`src/rtl/pwm_multi_ch_if.sv`:
```
// Avalon-MM slave register bus for the multi-channel PWM block.
interface pwm_multi_ch_if #(
    parameter int ADDR_W = 4
);
    logic [ADDR_W-1:0] avs_address;
    logic              avs_write;
    logic [31:0]       avs_writedata;
    logic              avs_read;
    logic [31:0]       avs_readdata;

    modport master (
        output avs_address, avs_write, avs_writedata, avs_read,
        input  avs_readdata
    );

    modport slave (
        input  avs_address, avs_write, avs_writedata, avs_read,
        output avs_readdata
    );
endinterface

```
`src/rtl/pwm_multi_ch.sv`:
```
// N-channel phase-aligned PWM generator with an Avalon-MM register file.
// Period/duty/polarity are staged in shadow registers and committed together at a period boundary.
module pwm_multi_ch #(
    parameter int NUM_CH = 4,
    parameter int CNT_W  = 20,
    parameter int ADDR_W = 4
) (
    input  logic              clk,
    input  logic              reset_n,
    pwm_multi_ch_if.slave     avs,
    output logic [NUM_CH-1:0] pwm_out,
    output logic              period_tick
);
    localparam logic [ADDR_W-1:0] A_CTRL   = ADDR_W'(0);
    localparam logic [ADDR_W-1:0] A_PERIOD = ADDR_W'(1);
    localparam logic [ADDR_W-1:0] A_STATUS = ADDR_W'(2);
    localparam logic [ADDR_W-1:0] A_POL    = ADDR_W'(3);

    logic              en_q;
    logic              upd_pend_q, upd_pend_d;
    logic [CNT_W-1:0]  period_sh_q, period_act_q;
    logic [CNT_W-1:0]  cnt_q, cnt_d;
    logic [NUM_CH-1:0] pol_sh_q, pol_act_q;
    logic [CNT_W-1:0]  duty_sh_q  [NUM_CH];
    logic [CNT_W-1:0]  duty_act_q [NUM_CH];
    logic [NUM_CH-1:0] pwm_q, pwm_d;
    logic              tick_q;
    logic [31:0]       rdata_q, rdata_d;

    logic              wr_ctrl, wr_period, wr_pol;
    logic [NUM_CH-1:0] wr_duty;
    logic              period_nz, wrap, commit;

    always_comb begin : write_decode
        wr_ctrl   = avs.avs_write && (avs.avs_address == A_CTRL);
        wr_period = avs.avs_write && (avs.avs_address == A_PERIOD);
        wr_pol    = avs.avs_write && (avs.avs_address == A_POL);
        for (int i = 0; i < NUM_CH; i++) begin
            wr_duty[i] = avs.avs_write && (avs.avs_address == ADDR_W'(4 + i));
        end
    end

    assign period_nz = (period_act_q != '0);
    assign wrap      = en_q && period_nz && (cnt_q == period_act_q - CNT_W'(1));
    // A disabled counter has no period in flight, so a pending update lands immediately.
    assign commit    = upd_pend_q && (wrap || !en_q);

    always_comb begin : next_state
        // NOTE: every signal driven here gets a default first, so no path can infer a latch.
        cnt_d = cnt_q + CNT_W'(1);
        if (commit || wrap || !en_q || !period_nz) begin
            cnt_d = '0;
        end

        // A fresh UPD write wins over the clear, so a request in the commit cycle is not lost.
        upd_pend_d = upd_pend_q;
        if (commit) begin
            upd_pend_d = 1'b0;
        end
        if (wr_ctrl && avs.avs_writedata[1]) begin
            upd_pend_d = 1'b1;
        end

        for (int i = 0; i < NUM_CH; i++) begin
            pwm_d[i] = (en_q && period_nz && (cnt_q < duty_act_q[i])) ^ pol_act_q[i];
        end
    end

    always_comb begin : read_mux
        rdata_d = '0;
        if (avs.avs_address == A_CTRL) begin
            rdata_d = {31'd0, en_q};
        end else if (avs.avs_address == A_PERIOD) begin
            rdata_d = 32'(period_sh_q);
        end else if (avs.avs_address == A_STATUS) begin
            rdata_d = {31'd0, upd_pend_q};
        end else if (avs.avs_address == A_POL) begin
            rdata_d = 32'(pol_sh_q);
        end
        for (int i = 0; i < NUM_CH; i++) begin
            if (avs.avs_address == ADDR_W'(4 + i)) begin
                rdata_d = 32'(duty_sh_q[i]);
            end
        end
    end

    // NOTE: sequential state uses non-blocking assignments so every flop samples pre-edge values.
    always_ff @(posedge clk or negedge reset_n) begin
        if (!reset_n) begin
            en_q         <= 1'b0;
            upd_pend_q   <= 1'b0;
            period_sh_q  <= '0;
            period_act_q <= '0;
            cnt_q        <= '0;
            pol_sh_q     <= '0;
            pol_act_q    <= '0;
            pwm_q        <= '0;
            tick_q       <= 1'b0;
            rdata_q      <= '0;
            // NOTE: the duty arrays are plain flops, not RAM, and must come up cleared, so they are reset.
            for (int i = 0; i < NUM_CH; i++) begin
                duty_sh_q[i]  <= '0;
                duty_act_q[i] <= '0;
            end
        end else begin
            upd_pend_q <= upd_pend_d;
            cnt_q      <= cnt_d;
            pwm_q      <= pwm_d;
            tick_q     <= wrap;

            if (wr_ctrl) begin
                en_q <= avs.avs_writedata[0];
            end
            if (wr_period) begin
                period_sh_q <= avs.avs_writedata[CNT_W-1:0];
            end
            if (wr_pol) begin
                pol_sh_q <= avs.avs_writedata[NUM_CH-1:0];
            end
            for (int i = 0; i < NUM_CH; i++) begin
                if (wr_duty[i]) begin
                    duty_sh_q[i] <= avs.avs_writedata[CNT_W-1:0];
                end
            end

            // Active set loads from the pre-edge shadow, so a same-cycle shadow write waits for the next UPD.
            if (commit) begin
                period_act_q <= period_sh_q;
                pol_act_q    <= pol_sh_q;
                for (int i = 0; i < NUM_CH; i++) begin
                    duty_act_q[i] <= duty_sh_q[i];
                end
            end

            if (avs.avs_read) begin
                rdata_q <= rdata_d;
            end
        end
    end

    assign pwm_out          = pwm_q;
    assign period_tick      = tick_q;
    assign avs.avs_readdata = rdata_q;
endmodule

```
`src/flat_wrapper.sv`:
```
// flat-port wrapper written by rule: the top's interface ports become plain ports
module pwm_multi_ch_flat 
#(
    parameter int NUM_CH = 4,
    parameter int CNT_W  = 20,
    parameter int ADDR_W = 4
)
  (clk, reset_n, pwm_out, period_tick, avs_avs_address, avs_avs_write, avs_avs_writedata, avs_avs_read, avs_avs_readdata);
  pwm_multi_ch_if #(.ADDR_W(ADDR_W)) avs_i ();
  input  logic clk;
  input  logic reset_n;
  output logic [NUM_CH-1:0] pwm_out;
  output logic period_tick;
  input wire logic [$bits(avs_i.avs_address)-1:0] avs_avs_address;
  input wire logic [$bits(avs_i.avs_write)-1:0] avs_avs_write;
  input wire logic [$bits(avs_i.avs_writedata)-1:0] avs_avs_writedata;
  input wire logic [$bits(avs_i.avs_read)-1:0] avs_avs_read;
  output wire logic [$bits(avs_i.avs_readdata)-1:0] avs_avs_readdata;
  assign avs_i.avs_address = avs_avs_address;
  assign avs_i.avs_write = avs_avs_write;
  assign avs_i.avs_writedata = avs_avs_writedata;
  assign avs_i.avs_read = avs_avs_read;
  assign avs_avs_readdata = avs_i.avs_readdata;
  pwm_multi_ch #(.NUM_CH(NUM_CH), .CNT_W(CNT_W), .ADDR_W(ADDR_W)) u_core (.clk(clk), .reset_n(reset_n), .avs(avs_i), .pwm_out(pwm_out), .period_tick(period_tick));
endmodule
```
`config.mk`:
```
export PLATFORM = sky130hd
export DESIGN_NAME = pwm_multi_ch_flat
export DESIGN_NICKNAME = d
export VERILOG_FILES = /design/src/rtl/pwm_multi_ch_if.sv /design/src/rtl/pwm_multi_ch.sv /design/src/flat_wrapper.sv
export SDC_FILE = /design/constraint.sdc
export NUM_CORES = 1
export LEC_CHECK = 0
export CAP_MARGIN = 15
export CORE_ASPECT_RATIO = 0.7
export CORE_MARGIN = 4
export CORE_UTILIZATION = 60
export DETAILED_ROUTE_END_ITERATION = 6
export GPL_TIMING_DRIVEN = 1
export PLACE_DENSITY = 0.82
export SLEW_MARGIN = 20
export SYNTH_ARGS = -nofsm -noshare
export SYNTH_HDL_FRONTEND = slang
export SYNTH_SLANG_ARGS = --single-unit
```
`constraint.sdc`:
```
create_clock -name clk -period 3.5 [get_ports clk]
set_input_delay 0.525 -clock clk [delete_from_list [all_inputs] [get_ports clk]]
set_output_delay 0.525 -clock clk [all_outputs]
set_load 0.005 [all_outputs]
```
* Yosys cells after proc, flatten, opt, wreduce, memory -nomap -nowiden
Cells that the tools add are included.
** Word-level totals
- Input bits :: 40
- Register bits :: 267
- Output and inout bits :: 37
** Operators by class
- Bitwise operators :: 4
- $lt $le $gt $ge :: 4
- Add/subtract/negate cells :: 2
- Muxes and demuxes :: 11
- Eq/ne operators :: 8
- Reduce and logical (&&, ||, !) cells :: 24
** Operators with widths (number)
- two-way mux 32 bit :: 7
- < comparator 20 bit :: 4
- adder 20 x 1 -> 20 bit (second input constant) :: 1
- == test 20 bit :: 1
- two-way mux 20 bit :: 1
- nonzero test 20 bit :: 1
- subtractor 20 x 1 -> 20 bit (second input constant) :: 1
- == test 4 x 3 -> 1 bit (second input constant) :: 4
- logical AND 1 bit :: 15
- == test 4 x 2 -> 1 bit (second input constant) :: 2
- == test 4 x 1 -> 1 bit (second input constant) :: 1
- zero test 4 bit :: 1
- logical OR 1 bit :: 4
- two-way mux 4 bit :: 1
- bitwise XOR 1 bit :: 4
- zero test 1 bit :: 2
- two-way mux 1 bit :: 2
- nonzero test 2 bit :: 1

* Logic depth before layout (Yosys ltp)
- Depth in word-level cells :: 9
- Depth in mapped cells :: 11

* Worst setup path before layout
Ideal clock, no wire load.
- Kind :: register -> register
- Start :: register u_core.period_act_q[4]
- End :: register u_core.duty_act_q[0] in the netlist's numbering
- Library setup time :: 125 ps
- Slack :: 380 ps
- Cell stages (with the launch flop) :: 11
- Arrival :: 2994 ps
- Cell sequence :: dfrtp_1 buf_2 or4_4 nor4_2 mux2_2 a211oi_1 a211oi_1 a41oi_2 buf_6 buf_6 mux2_4
** Between the ends
- Word-level cells in the longest chain between the ends :: 5
- Elaborated cells on any way between the ends :: 7
- Those cells by class :: add/sub: 1; eq/ne: 1; reduce/logical: 5
** RTL lines
- start: declaration :: line pwm_multi_ch.sv:21 : logic [CNT_W-1:0] period_sh_q, period_act_q;
- start signal: assignment :: line pwm_multi_ch.sv:128 : period_act_q <= period_sh_q;
- subtractor 20 x 1 -> 20 bit or nonzero test 20 bit (tied branches) :: line pwm_multi_ch.sv:44, pwm_multi_ch.sv:43
- == test 20 bit or logical AND 1 bit (tied branches) :: line pwm_multi_ch.sv:44 : assign wrap = en_q && period_nz && (cnt_q == period_act_q - CNT_W'(1));
- logical AND 1 bit (*) :: line pwm_multi_ch.sv:44
- logical OR 1 bit (*) :: line pwm_multi_ch.sv:46 : assign commit = upd_pend_q && (wrap || !en_q);
- logical AND 1 bit (*) :: line pwm_multi_ch.sv:46
- end signal: indexed assignment :: line pwm_multi_ch.sv:131 : duty_act_q[i] <= duty_sh_q[i];
- end: declaration :: line pwm_multi_ch.sv:25 : logic [CNT_W-1:0] duty_act_q [NUM_CH];
Every way passes the cells marked *; elsewhere a longest branch is shown, timed or not.
A chain may end at the register's enable or synchronous reset.

* Worst setup path after layout
- Start :: register u_core.period_act_q[4]
- End :: register u_core.duty_act_q[50] in the netlist's numbering
Same word-level chain as after synthesis.

==> qor_table.md <==
| Result | This run |
| --- | --- |
| Run status | finished with violations |
| Violated checks | hold timing |
| Max-capacitance violation count | 0 |
| Crit path DAT | 3.82 ns |
| Wire length of the first global-routing pass | 53,190 um |
| Iteration count of the initial detailed-routing pass | 6 |
| Clock Sink Count | 255 |
| Synth cell count leaders | dfrtp_1, mux2_2, inv_1 |
| Synth Area in Adders | 0.07436 |
| Maximum achievable frequency | 293.0 MHz |
| Leading cell types by total area after synthesis | dfrtp_1, mux2_2, ha_1 |
| Placed cell areas | 14,450 sq um |
| Kind of start point of the critical path | flop |
| Hold_ws | -0.007640 ns |
| Overflow left after global routing | 0 |
| HPWL after detailed placement | 23,670 um |
| CP Cell Sequence | or4_4 -> nor4_4 -> mux2_2 -> a211oi_1 -> a211oi_1 -> a41oi_4 -> buf_12 -> buf_12 -> mux2_2 |
| Buf+Inv Stages, Crit Path | 2 |
| CP peak stage delay | 0.61 ns |
| Maximum buffer depth of the clock tree | 3 |
| Flip-flop and latch count after synthesis | 255 |
| Worst reg-to-reg path cell count | 9 |
| Post-Syn Instances | 1,092 |
| Number of warnings reported in the yosys synthesis log | 0 |
| Routed wire length per instance | 22.66 um |
| Peak supply drop | 0.0004693 V |
| Number of buffers created by CTS | 26 |
| Worst slew slack as a fraction of its limit | 0.4249 |
| Sequential fraction of the synthesis area | 0.4800 |
| Fraction of registers with async set or reset after synthesis | 1.000 |
| Final hold vios | 3 |
| Max-slew violation count | 0 |
| Post-DRT Antenna Nets | 0 |
| Synth Cell Area | 13,290 sq um |
| Share of layout cells above drive strength 1 | 0.2732 |
| Final routed DRC violation total | 0 |
| Die width | 185.9 um |
| Root buffer selected by CTS | clkbuf_16 |
| Post-Synth Simple-Gate Area | 0.08443 |
| Element type at the critical path end | flop |
| Area occupied by multi-input gates | 6385 sq um |
| Endpoint required time on the critical path | 3.91 ns |
| Largest driver fanout on the critical path | 17 |
| Area occupied by registers | 6381 sq um |
| Boundary pin count | 77 |
| Largest family of logic cells by synthesized area | multiplexers |
| CTS tree | done |
| Final cell area excluding filler cells | 15,380 sq um |
| Final-report setup violation count | 0 |
| Layout-stage area growth over the synthesis result | 15.67% |
| Dominant cell by count in the synthesized netlist | dfrtp_1 |
| Critical path class | flop to flop |
| Number of enable flip-flop cells after synthesis | 0 |
| Number of rows created at floorplan | 45 |
| Initial antenna violation count | 0 |
| Total global-route track usage | 0.2740 |
| Final RePlAce weighted congestion | 0.9832 |
| Accumulated negative setup slack | 0 ns |
| Clock Latency Late Sink | 0.53 ns |
| Final period demand of the worst path | 3.413 ns |
| Vias per inst | 6.358 |
| Distinct cells, synth | 70 |
| Worst min-delay path class | input pin to asynchronous set/reset pin |
| Effective utilization at floorplan | 0.6116 |
| Number of global-route vias before repair | 9,480 |
| Fraction of the core area covered by cells at the end of the flow | 0.7075 |
| Largest area contributor in the synthesized netlist | dfrtp_1 |
| Placed instance count | 1,434 |
| Fin nets | 1,299 |
| Pin count of the biggest net entering global routing | 103 |
| Vias | 9,403 |
| Depth of the critical timing path with buffers and inverters included | 9 |
| Post-synthesis compound-gate area fraction | 0.08716 |
| Share of synthesized area spent on multiplexers | 0.1998 |
| Largest delay share family, worst path | simple AND/OR/NAND/NOR gates |
| Filler instances | 1,442 |
| Area of the core | 21,730 sq um |
| Buffers inserted by post-CTS timing repair | 0 |
| # port buffers | 52 |
| Clock Skews | 0.01056 ns |
| Clock-pin transition on the worst setup and hold timing paths | 0.06 ns |
| Share of the clock period used by the worst path | 0.9752 |
| DIE HEIGHT | 132.5 um |
| Deepest level of the CTS H-tree | 1 |
| Post-synthesis share of cell area spent on xor and xnor gates | 0.02504 |
| Die area | 24,640 sq um |
| Mean area per synthesized cell | 12.17 sq um |
| Most used flip-flop cell after synthesis | dfrtp_1 |
| Standby leakage power | 7.335 nW |
| Number of design-rule violations left by the first detailed-router iteration | 954 |
| Final cell count without fillers | 1,479 |
| Pwr/cell area | 720.2 nW/um^2 |
| Proportion of netlist area held by the largest area contributor | 0.4800 |
| Slew at the pin closest to its max-slew limit | 0.8580 ns |
| Number of antenna diodes | 0 |
| CP max stage cell | or4_4 |
| Final routed wirelength across all metal layers | 33,510 um |
-- worst register-to-register path, delay by kind of cell (launching register included) --
| family | cells | cell delay [ns] |
|---|---|---|
| simple gates | 2 | 0.96 |
| compound gates | 3 | 0.79 |
| mux | 2 | 0.73 |
| buf+inv | 2 | 0.44 |
| flops | 1 | 0.39 |
-- flip-flops by register name, indices dropped and copies added (netlist names), 20 cells and up --
register and cells:
u_core.period_act_q 20, u_core.avs.avs_readdata 20, u_core.cnt_q 20, u_core.period_sh_q 20, u_core.duty_act_q 80, u_core.duty_sh_q 80
-- per-stage QoR --
| step | total power [mW] | setup WS (ns) |
|---|---|---|
| 2_1_floorplan | 6.738 | 0.3805 |
| 3_3_place_gp | 7.846 | 0.1670 |
| 3_5_place_dp | 8.039 | 0.07476 |
| 4_1_cts | 10.96 | 0.05067 |
| 5_1_grt | 11.65 | -0.02346 |
| 6_report | 11.07 | 0.08684 |
-- power breakdown --
part           internal [mW]  switching (mW)  leakage (nW)
sequential              3.80           0.770          3.26
combinational           1.89            1.75          3.64
clock                   1.72            1.14         0.437
total                   7.41            3.66          7.34
-- final timing paths --
kind,startpoint,endpoint,slack [ns]
worst min register to register,u_core.pol_act_q[3],u_core.pwm_out[3],0.47
min in group clk,u_core.pol_act_q[3],u_core.pwm_out[3],0.47
max in group asynchronous,reset_n,u_core.cnt_q[11],2.59
worst max register to register,u_core.period_act_q[4],u_core.duty_act_q[50],0.09
worst max-delay path,u_core.period_act_q[4],u_core.duty_act_q[50],0.09
worst min-delay path,reset_n,u_core.avs.avs_readdata[5],-0.008
-- cells in the final DEF (no fill, tap or decap), drive strengths merged, types with 9 or more instances in the layout --
| cell | count |
|---|---|
| nand3 | 13 |
| nor3 | 33 |
| xnor2 | 18 |
| a21oi | 17 |
| a22oi | 22 |
| xor2 | 20 |
| nor2 | 54 |
| conb | 12 |
| mux2 | 211 |
| nand2b | 11 |
| nor2b | 10 |
| nand2 | 19 |
| buf | 55 |
| inv | 87 |
| clkbuf | 40 |
| a31oi | 21 |
| o21ai | 9 |
| nand4 | 16 |
| dfrtp | 255 |
| clkdlybuf4s50 | 51 |
| ha | 79 |
| a222oi | 16 |
| a21o | 29 |
-- what timing repair did --
| action | 4_1_cts | 5_1_grt |
|---|---|---|
| endpoints found under the setup margin | 0 | 76 |
| hold buffers | 0 | 0 |
| gates resized for setup | 0 | 8 |
-- final cells by class --
class	instances	share of cell area
inverters	87	0.02124
multi-input cells	704	0.4152
well taps	282	0.02295
clock inverters	5	0.005371
clock buffers	40	0.05232
flip-flops and latches	255	0.4150
repair buffers	106	0.06787
-- layer usage --
layer  global-route usage  up-vias  wire (um)
met4              0.07484        0       1011
met3              0.05359       93       2747
li1                     -     4120          -
met2               0.4031      415      14660
met5                    0        -          0
met1               0.4183     4775      15090
-- logic make-up (layout without fill, tap and decap cells) --
family / Yosys count / after routing
xor+xnor: 38 / 38
other cells: 1 / 12
flops: 255 / 255
mux: 214 / 214
buf+inv: 144 / 238
fa+ha+maj: 79 / 79
compound gates: 154 / 154
simple gates: 207 / 207
Power figures use the tool's default switching activity.
